--- config.mk ---
export PLATFORM = sky130hd
export DESIGN_NAME = dcache_ctrl
export DESIGN_NICKNAME = d
export VERILOG_FILES = /design/src/rtl/dcache_ctrl_pkg.sv /design/src/rtl/dcache_array.sv /design/src/rtl/dcache_ctrl.sv
export SDC_FILE = /design/constraint.sdc
export NUM_CORES = 1
export LEC_CHECK = 0
export CORE_MARGIN = 1.5
export CORE_UTILIZATION = 30
export CTS_CLUSTER_SIZE = 30
export DETAILED_ROUTE_END_ITERATION = 12
export GPL_TIMING_DRIVEN = 0
export PLACE_DENSITY = 0.46
export SLEW_MARGIN = 20
export SYNTH_ARGS = -nofsm -noshare
export SYNTH_HDL_FRONTEND = slang
export SYNTH_SLANG_ARGS = --single-unit
--- constraint.sdc ---
create_clock -name clk -period 3.9 [get_ports clk]
set_input_delay 0.78 -clock clk [delete_from_list [all_inputs] [get_ports clk]]
set_output_delay 0.78 -clock clk [all_outputs]
set_load 0.05 [all_outputs]
--- src/rtl/dcache_ctrl_pkg.sv ---
// dcache_ctrl_pkg: shared widths and controller state encoding for the data cache
package dcache_ctrl_pkg;
  localparam int ADDR_W = 16;
  localparam int DATA_W = 16;
  typedef enum logic [1:0] {IDLE, RD_WAIT, WR_WAIT} dc_state_t;
endpackage

--- src/rtl/dcache_array.sv ---
// dcache_array: valid/tag/data line storage; comb read at idx, sync write at idx, async valid clear
// Ports: clk, rst_n; idx selects the line; we/wtag/wdata write it; valid/tag/data read it.
module dcache_array
  import dcache_ctrl_pkg::*;
#(
  parameter int LINES = 16,
  parameter int IDX_W = $clog2(LINES),
  parameter int TAG_W = ADDR_W - IDX_W
) (
  input  logic              clk,
  input  logic              rst_n,
  input  logic [IDX_W-1:0]  idx,
  input  logic              we,
  input  logic [TAG_W-1:0]  wtag,
  input  logic [DATA_W-1:0] wdata,
  output logic              valid,
  output logic [TAG_W-1:0]  tag,
  output logic [DATA_W-1:0] data
);
  logic [LINES-1:0]  v;
  logic [TAG_W-1:0]  tags  [LINES];
  logic [DATA_W-1:0] words [LINES];
  always_ff @(posedge clk or negedge rst_n)
    if (!rst_n) v <= '0;
    else if (we) v[idx] <= 1'b1;
  always_ff @(posedge clk)
    if (we) begin
      tags[idx]  <= wtag;
      words[idx] <= wdata;
    end
  assign valid = v[idx];
  assign tag   = tags[idx];
  assign data  = words[idx];
endmodule

--- src/rtl/dcache_ctrl.sv ---
// dcache_ctrl: direct-mapped write-through no-write-allocate cache with request/ready memory port
// Ports: addr/wdata/rd_en/wr_en from the memory stage, rdata/stall back to it;
// mem_addr/mem_wdata/mem_re/mem_we/mem_rdata/mem_rdy to main memory.
module dcache_ctrl
  import dcache_ctrl_pkg::*;
#(
  parameter int LINES = 16
) (
  input  logic              clk,
  input  logic              rst_n,
  input  logic [ADDR_W-1:0] addr,
  input  logic [DATA_W-1:0] wdata,
  input  logic              rd_en,
  input  logic              wr_en,
  output logic [DATA_W-1:0] rdata,
  output logic              stall,
  output logic [ADDR_W-1:0] mem_addr,
  output logic [DATA_W-1:0] mem_wdata,
  output logic              mem_re,
  output logic              mem_we,
  input  logic [DATA_W-1:0] mem_rdata,
  input  logic              mem_rdy
);
  localparam int IDX_W = $clog2(LINES);
  localparam int TAG_W = ADDR_W - IDX_W;
  dc_state_t state, next;
  logic line_valid, hit, arr_we, stall_c;
  logic [TAG_W-1:0] line_tag;
  logic [DATA_W-1:0] line_data, arr_data;
  dcache_array #(.LINES(LINES)) u_array (
    .clk   (clk),
    .rst_n (rst_n),
    .idx   (addr[IDX_W-1:0]),
    .we    (arr_we),
    .wtag  (addr[ADDR_W-1:IDX_W]),
    .wdata (arr_data),
    .valid (line_valid),
    .tag   (line_tag),
    .data  (line_data)
  );
  assign hit = line_valid && line_tag == addr[ADDR_W-1:IDX_W];
  always_ff @(posedge clk or negedge rst_n)
    if (!rst_n) state <= IDLE;
    else state <= next;
  always_comb begin
    next     = state;
    stall_c  = 1'b0;
    rdata    = '0;
    arr_we   = 1'b0;
    arr_data = wdata;
    case (state)
      IDLE:
        if (wr_en) begin
          stall_c = 1'b1;
          arr_we  = hit;
          next    = WR_WAIT;
        end else if (rd_en) begin
          stall_c = !hit;
          rdata   = hit ? line_data : '0;
          next    = hit ? IDLE : RD_WAIT;
        end
      RD_WAIT: begin
        stall_c  = !mem_rdy;
        rdata    = mem_rdy ? mem_rdata : '0;
        arr_we   = mem_rdy;
        arr_data = mem_rdata;
        next     = mem_rdy ? IDLE : RD_WAIT;
      end
      WR_WAIT: begin
        stall_c = !mem_rdy;
        next    = mem_rdy ? IDLE : WR_WAIT;
      end
      default: next = IDLE;
    endcase
  end
  // Stall is forced low while reset is held so the pipeline is never frozen by a miss that reset cancelled.
  assign stall     = rst_n && stall_c;
  assign mem_re    = state == RD_WAIT;
  assign mem_we    = state == WR_WAIT;
  assign mem_addr  = state != IDLE ? addr : '0;
  assign mem_wdata = state == WR_WAIT ? wdata : '0;
endmodule

Yosys cells after proc, flatten, opt, wreduce, memory -nomap -nowiden
Memory sizes are Yosys's and may differ from the RTL's.
Index checks and enable logic that the tools add are counted.
W data, S select, Z words.

cells by class
  reduce and logical (&&, ||, !) cells = 8
  magnitude comparators = 2
  bitwise gates (word level) = 1
  multiplexer cells = 25
  eq/ne operators = 4

operator list
  operator              count
  $mux W16              7
  $pmux W16 S2          1
  $or A16 B16 Y16       1
  $eq A12 B12 Y1        1
  $mux W1               9
  $mux W2               3
  $pmux W2 S3           1
  $lt A4 B5 Y1 const B  1
  $bmux W1 S4           1
  $demux W1 S4          1
  $ge A4 B1 Y1 const B  1
  $pmux W1 S2           2
  $logic_and A1 B1 Y1   3
  $ne A3 B3 Y1 const B  1
  $eq A2 B1 Y1 const B  1
  $eq A2 B2 Y1 const B  1
  $logic_not A1 Y1      2
  $logic_not A2 Y1      1
  $reduce_bool A2 Y1    1
  $reduce_or A2 Y1      1

storage, ports and cells
  logic and storage cells = 44
  memory bits (writable) = 448
  output and inout bits = 51
  bits in registers = 18
  memories = 2

memories
  memory         depth  bits a word  rd ports  clocked after memory_dff  write ports  line                source
  u_array.words  16     16           1         0                         1            dcache_array.sv:22  logic [DATA_W-1:0] words [LINES];
  u_array.tags   16     12           1         0                         1            dcache_array.sv:21  logic [TAG_W-1:0] tags [LINES];

Longest topological paths before layout
Gate-level depths: netlist (run 1).

  word-level depth = 8
  depth in mapped cells = 12
  depth with buffers taken out = 7

Hierarchy
From an unflattened synthesis (run 1), not the netlist that was laid out.

unflattened totals
  cell total of the unflattened synthesis = 899
  area, all modules = 18790.5 um2

modules (own cells, without submodules)
  module        times used  seq. area each (um2)  area an instance (um2)  cells an instance
  dcache_array  1           13853.3               17744.5                 750
  dcache_ctrl   1           50.0                  1046.0                  149

Least setup slack after synthesis (run 1)
No wires, ideal clock.

  kind = input to output
  start point = input addr[2]
  end point = output rdata[10]
  data required time = 3.120 ns
  path buffers = 3
  arrival time = 4.054 ns
  stages on the path = 9
  path slack = -0.934 ns
  cells stage by stage = buf_2 > buf_2 > mux4_2 > a221oi_2 > xnor2_1 > nor4_4 > buf_2 > nand4b_1 > o21ai_0

between the ends
  longest elaborated chain between the ends = 7
  elaborated cells between the ends (all ways) = 10
  those cells by class = 1 x eq/ne; 6 x mux; 1 x reduce/logical; 2 x memory

ends and longest elaborated chain
  element                                         line                                   source
  from (decl)                                     dcache_ctrl.sv:11                      input logic [ADDR_W-1:0] addr,
  $mem_v2 Z16 W12 or $bmux W1 S4 (tied branches)  --
  $eq A12 B12 Y1 or $mux W1 (tied branches)       dcache_ctrl.sv:41, dcache_array.sv:31
  $logic_and A1 B1 Y1                             dcache_ctrl.sv:41                      assign hit = line_valid && line_tag == addr[ADDR_W-1:IDX_W];
  $mux W16 (*)                                    dcache_ctrl.sv:59                      rdata = hit ? line_data : '0;
  $mux W16 (*)                                    dcache_ctrl.sv:57                      end else if (rd_en) begin
  $mux W16 (*)                                    dcache_ctrl.sv:53                      if (wr_en) begin
  $pmux W16 S2 (*)                                dcache_ctrl.sv:51                      case (state)
  to (decl)                                       dcache_ctrl.sv:15                      output logic [DATA_W-1:0] rdata,

Mark *: on every way between the ends. The rest lies on a longest branch, timed or not. The select of a mux whose other input is x is not followed.

Worst setup path after layout (run 1)
  start point = input addr[1]
  end point = output stall

between the ends
  longest elaborated chain between the ends = 8
  elaborated cells between the ends (all ways) = 10
  those cells by class = 1 x eq/ne; 5 x mux; 3 x reduce/logical; 1 x memory

ends and longest elaborated chain
  element                                         line                                   source
  $mem_v2 Z16 W12 or $bmux W1 S4 (tied branches)  --
  $eq A12 B12 Y1 or $mux W1 (tied branches)       dcache_ctrl.sv:41, dcache_array.sv:31
  $logic_and A1 B1 Y1 (*)                         dcache_ctrl.sv:41
  $logic_not A1 Y1 (*)                            dcache_ctrl.sv:58                      stall_c = !hit;
  $mux W1 (*)                                     dcache_ctrl.sv:57
  $mux W1 (*)                                     dcache_ctrl.sv:53
  $pmux W1 S2 (*)                                 dcache_ctrl.sv:51
  $logic_and A1 B1 Y1 (*)                         dcache_ctrl.sv:77                      assign stall = rst_n && stall_c;
  to (decl)                                       dcache_ctrl.sv:16                      output logic stall,

Marks and branches as above.

==> results of run 1 <==
## worst paths after layout
check                                         startpoint                            end  slack [ns]  depth (start not counted)
setup / recovery                                 addr[1]                          stall       -0.29                         16
hold / removal                  u_array.v[8]$_DFFE_PN0N_       u_array.v[8]$_DFFE_PN0N_        0.48                          1
setup reg to reg           u_array.tags[14][6]$_DFFE_PP_  u_array.tags[4][11]$_DFFE_PP_        0.27                         12
hold reg to reg                 u_array.v[8]$_DFFE_PN0N_       u_array.v[8]$_DFFE_PN0N_        0.48                          1
max in group asynchronous                          rst_n           state[1]$_DFFE_PN0P_        2.54                          1
min in group asynchronous                          rst_n       u_array.v[7]$_DFFE_PN0N_        0.74                          1
## layer usage
layer	vias up	wire length [µm]
met2	267	26830
met3	68	2420
met4	0	1076
met1	5598	24330
li1	4496	-
met5	-	0
## layout by cell type, fill, tap and decap left out, types with 5 or more instances in the layout
master             n
edfxtp_1         448
mux4_2           110
clkdlybuf4s50_1   67
buf_4             54
clkbuf_16         51
nand2_1           43
mux2i_1           32
buf_16            31
mux2_2            30
buf_6             27
buf_12            24
clkbuf_1          22
nor2b_1           21
and2_1            19
dfrtp_1           18
nand4b_1          17
a21oi_4           16
o21bai_1          16
buf_8             14
a22oi_1           10
o21ai_4           10
clkinv_1          10
nand3_1            9
clkinv_2           9
dlymetal6s2s_1     9
xor2_1             8
nor2_1             7
o21ai_2            6
clkbuf_2           5
a21oi_1            5
dlygate4sd2_1      5
## flip-flops by register name, summed over array words and instances (netlist names)
| register | count |
|---|---|
| u_array.words | 256 |
| u_array.v | 16 |
| state | 2 |
| u_array.tags | 192 |
## power groups by stage
stage,Combinational (mW),Sequential (mW),Clock (mW)
5_1_grt,2.43,5.87,4.75
4_1_cts,2.28,5.86,4.57
2_1_floorplan,1.33,5.94,0
6_report,2.29,5.86,4.45
3_3_place_gp,2.13,5.96,0
3_5_place_dp,2.19,5.96,0
## what timing repair did
item	in CTS	in global routing
resized for setup	232	54
pin swaps	37	26
setup endpoints to repair	489	88
buffers inserted	54	9
## cells by family (layout without fill, tap and decap cells)
| family | Yosys count | count (layout) | share of synthesized area [%] |
|---|---|---|---|
| AO/OA/AOI/OAI | 97 | 97 | 3.680 |
| XOR/XNOR | 11 | 11 | 0.5034 |
| adder cells (fa/ha/maj) | 4 | 4 | 0.2615 |
| buffers and inverters | 58 | 343 | 1.628 |
| flip-flops | 466 | 466 | 72.64 |
| multiplexers | 176 | 176 | 16.60 |
| AND/OR/NAND/NOR | 154 | 154 | 4.687 |
## synthesized netlist by cell type, drive strengths merged, types with 3 or more instances
| master | number |
|---|---|
| nand2 | 46 |
| clkbuf | 19 |
| nand4 | 4 |
| buf | 35 |
| nor4 | 3 |
| o21bai | 16 |
| and2 | 19 |
| ha | 4 |
| a21oi | 21 |
| nor2b | 23 |
| o22ai | 7 |
| nand3 | 13 |
| o21ai | 20 |
| and3 | 3 |
| dfrtp | 18 |
| mux2 | 31 |
| mux4 | 110 |
| inv | 4 |
| nor2 | 10 |
| nand4b | 17 |
| a221oi | 6 |
| mux2i | 35 |
| xor2 | 8 |
| nand2b | 5 |
| edfxtp | 448 |
| a22o | 4 |
| xnor2 | 3 |
| a22oi | 10 |
## critical path, stage by stage
cell	delay [ns]
buf_12	0.11
buf_12	0.12
buf_16	0.14
buf_12	0.14
buf_12	0.14
buf_8	0.13
mux4_2	0.38
nand3_2	0.10
nand3_4	0.12
nand3_4	0.08
nor4_4	0.22
buf_6	0.17
buf_12	0.13
nand2_4	0.05
o31a_1	0.37
buf_6	0.20
## metrics by stage
| step | total power, mW | instances | hold slack, ns | setup WS (ns) |
|---|---|---|---|---|
| after floorplan | 7.270 | 966 | 0.4377 | -0.1460 |
| after global placement | 8.093 | 1913 | 0.4560 | -2.749 |
| after detailed placement | 8.148 | 1947 | 0.4565 | -2.445 |
| after CTS | 12.71 | 2089 | 0.4732 | -0.3157 |
| after global routing | 13.05 | 2097 | 0.4889 | -0.3247 |
| final | 12.60 | 2097 | 0.4755 | -0.2881 |
## final cells by class
class | instances | area share [%]
buffer | 52 | 2.364
tap | 846 | 4.210
inverter | 4 | 0.05972
clock inverter | 23 | 0.7216
clock buffer | 66 | 5.300
multi-input combinational | 442 | 21.77
sequential | 466 | 55.30
timing repair buffer | 198 | 10.27
==> flow_results.xml, run 1 <==
<?xml version="1.0" encoding="UTF-8"?>
<metrics>
  <group name="yosys">
    <metric name="yosys.area.top_type_share" unit="%">70.29</metric>
    <metric name="sequential_fraction_of_the_synthesis_area" unit="%">72.64</metric>
    <metric name="ys_dominant_reg_cell" unit="">edfxtp_1</metric>
    <metric name="synth_seq_cells" unit="">466</metric>
    <metric name="synth_area_leader_cell" unit="">edfxtp_1</metric>
    <metric name="synth_nets" unit="">1023</metric>
    <metric name="syn_area" unit="µm²">19140</metric>
    <metric name="async_flop_share" unit="%">3.863</metric>
    <metric name="synth_edf_count" unit="">448</metric>
    <metric name="synth_top_area_cells" unit="">edfxtp_1, mux4_2, dfrtp_1, mux2i_1, mux2_2</metric>
    <metric name="yosysUniqueCellTypes" unit="">55</metric>
    <metric name="synthesis.area_per_instance" unit="µm²">19.81</metric>
    <metric name="total_number_of_yosys_warnings" unit="">0</metric>
    <metric name="synth_cells" unit="">966</metric>
  </group>
  <group name="grt">
    <metric name="global_route.usage.met1" unit="%">23.42</metric>
    <metric name="gr-usage-met3" unit="%">2.505</metric>
    <metric name="global_route_wire_length_before_repair" unit="mm">78.88</metric>
    <metric name="grtUsageMet2" unit="%">27.84</metric>
    <metric name="top_usage_layer" unit="">met2</metric>
    <metric name="total_routing_usage_reported_by_global_routing" unit="%">16.84</metric>
    <metric name="first_global_vias" unit="">10937</metric>
    <metric name="gr_ovfl_total" unit="">0</metric>
    <metric name="maximum_number_of_pins_on_one_net_before_global_route_repair" unit="">23</metric>
    <metric name="initial_antenna_violation_count" unit="">0</metric>
  </group>
  <group name="layout">
    <metric name="multi_input_area" unit="µm²">5474</metric>
    <metric name="fillCellCount" unit="">5729</metric>
    <metric name="drive_above_1_share" unit="%">34.85</metric>
    <metric name="register_area" unit="µm²">13900</metric>
    <metric name="area_delta_synth_final" unit="%">31.36</metric>
    <metric name="fin_area" unit="µm²">25140</metric>
    <metric name="finalCoreUtilization" unit="%">39.86</metric>
    <metric name="final_nets" unit="">1270</metric>
    <metric name="antenna_diode_count" unit="">0</metric>
  </group>
  <group name="clock_network">
    <metric name="clock_input_transition_at_the_sequential_cells_of_the_worst_setup_and_hold_paths" unit="ns">0.06</metric>
    <metric name="insertion_delay" unit="ns">0.58</metric>
    <metric name="cts_root_buffer" unit="">clkbuf_16</metric>
    <metric name="tritoncts.num_buffers" unit="">49</metric>
    <metric name="cts-hold-fix-buffers" unit="">0</metric>
    <metric name="clockBufferDepth" unit="">3</metric>
    <metric name="cts.htree.levels" unit="">2</metric>
    <metric name="clock_tree_from_tritoncts" unit="">built</metric>
    <metric name="cts.sink_count" unit="">466</metric>
  </group>
  <group name="power">
    <metric name="max-vdd-ir-drop" unit="mV">0.3074</metric>
    <metric name="seq_power_share" unit="%">46.5</metric>
    <metric name="power.clock.fraction" unit="%">35.3</metric>
    <metric name="power.density_cell_area" unit="nW/µm²">501.3</metric>
    <metric name="power.static_leakage" unit="nW">8.283</metric>
    <metric name="power_frac_comb" unit="%">18.2</metric>
    <metric name="switchingPower" unit="mW">3.404</metric>
    <metric name="internal_cell_power" unit="mW">9.200</metric>
    <metric name="power.share.switching" unit="%">27.01</metric>
  </group>
  <group name="die">
    <metric name="die_width" unit="µm">255.6</metric>
    <metric name="io_pins" unit="">104</metric>
    <metric name="start_util" unit="%">30.34</metric>
    <metric name="placeable_core_area" unit="µm²">63080</metric>
    <metric name="core.rowCount" unit="">92</metric>
    <metric name="die_span_y" unit="µm">255.6</metric>
    <metric name="die_area" unit="µm²">65320</metric>
  </group>
  <group name="critical_path">
    <metric name="timing.critical_path.arrival" unit="ns">3.41</metric>
    <metric name="critPathCaptureType" unit="">output pin</metric>
    <metric name="critical_path.startpoint_type" unit="">input pin</metric>
    <metric name="worstPathMaxFanout" unit="">7</metric>
    <metric name="timing.critical_path.required" unit="ns">3.12</metric>
    <metric name="worstSetupPathType" unit="">input pin to output pin</metric>
  </group>
  <group name="drt">
    <metric name="number_of_remaining_drc_errors" unit="">0</metric>
    <metric name="drt-vias-per-instance" unit="">4.973</metric>
    <metric name="detailedRoute.firstPassIterationCount" unit="">5</metric>
    <metric name="ant_nets" unit="">0</metric>
    <metric name="postRouteWirelength" unit="mm">54.66</metric>
    <metric name="first_iter_violations" unit="">842</metric>
    <metric name="post_drt_wl_per_cell" unit="µm">26.07</metric>
    <metric name="route.vias.total" unit="">10429</metric>
  </group>
  <group name="hold_path">
    <metric name="worstHoldPathType" unit="">register to register</metric>
  </group>
  <group name="placement">
    <metric name="io_buffer_count" unit="">101</metric>
    <metric name="post-dp-hpwl" unit="mm">35.86</metric>
    <metric name="placed_area" unit="µm²">22450</metric>
    <metric name="gp_congestion" unit="">0.7225</metric>
  </group>
  <group name="sta">
    <metric name="finalHoldViolCount" unit="">0</metric>
    <metric name="final-setup-viol-count" unit="">17</metric>
    <metric name="final-max-slew-violation-count" unit="">0</metric>
    <metric name="timing.max_slew.rel_slack" unit="%">33.32</metric>
    <metric name="rsz0062_at_grt" unit="">yes</metric>
    <metric name="final_min_period_over_clock_period" unit="%">107.4</metric>
    <metric name="fin_tns_setup" unit="ns">-3.215</metric>
    <metric name="fin_ws" unit="ns">-0.2881</metric>
    <metric name="clock_skew" unit="ns">0.02508</metric>
    <metric name="max_freq" unit="MHz">238.8</metric>
    <metric name="tightest_slew" unit="ns">0.9971</metric>
    <metric name="minimum_period_implied_by_the_final_worst_setup_slack" unit="ns">4.188</metric>
  </group>
  <group name="outcome">
    <metric name="failed_checks" unit="">negative setup slack</metric>
    <metric name="run_status" unit="">finished with violations</metric>
  </group>
  <group name="job">
    <metric name="max-cap-violations" unit="">0</metric>
  </group>
</metrics>
Note: power is estimated with default switching activity, not from simulation.
==> inputs of run 2 (changes only) <==
--- a/config.mk
+++ b/config.mk
@@ -10,6 +10,7 @@
 export CTS_CLUSTER_SIZE = 30
 export DETAILED_ROUTE_END_ITERATION = 12
 export GPL_TIMING_DRIVEN = 0
+export HOLD_SLACK_MARGIN = 0.03
 export PLACE_DENSITY = 0.46
 export SLEW_MARGIN = 20
 export SYNTH_ARGS = -nofsm -noshare
==> results of run 2 <==
No change in the layout: final DEF, timing and power equal those of run 1.
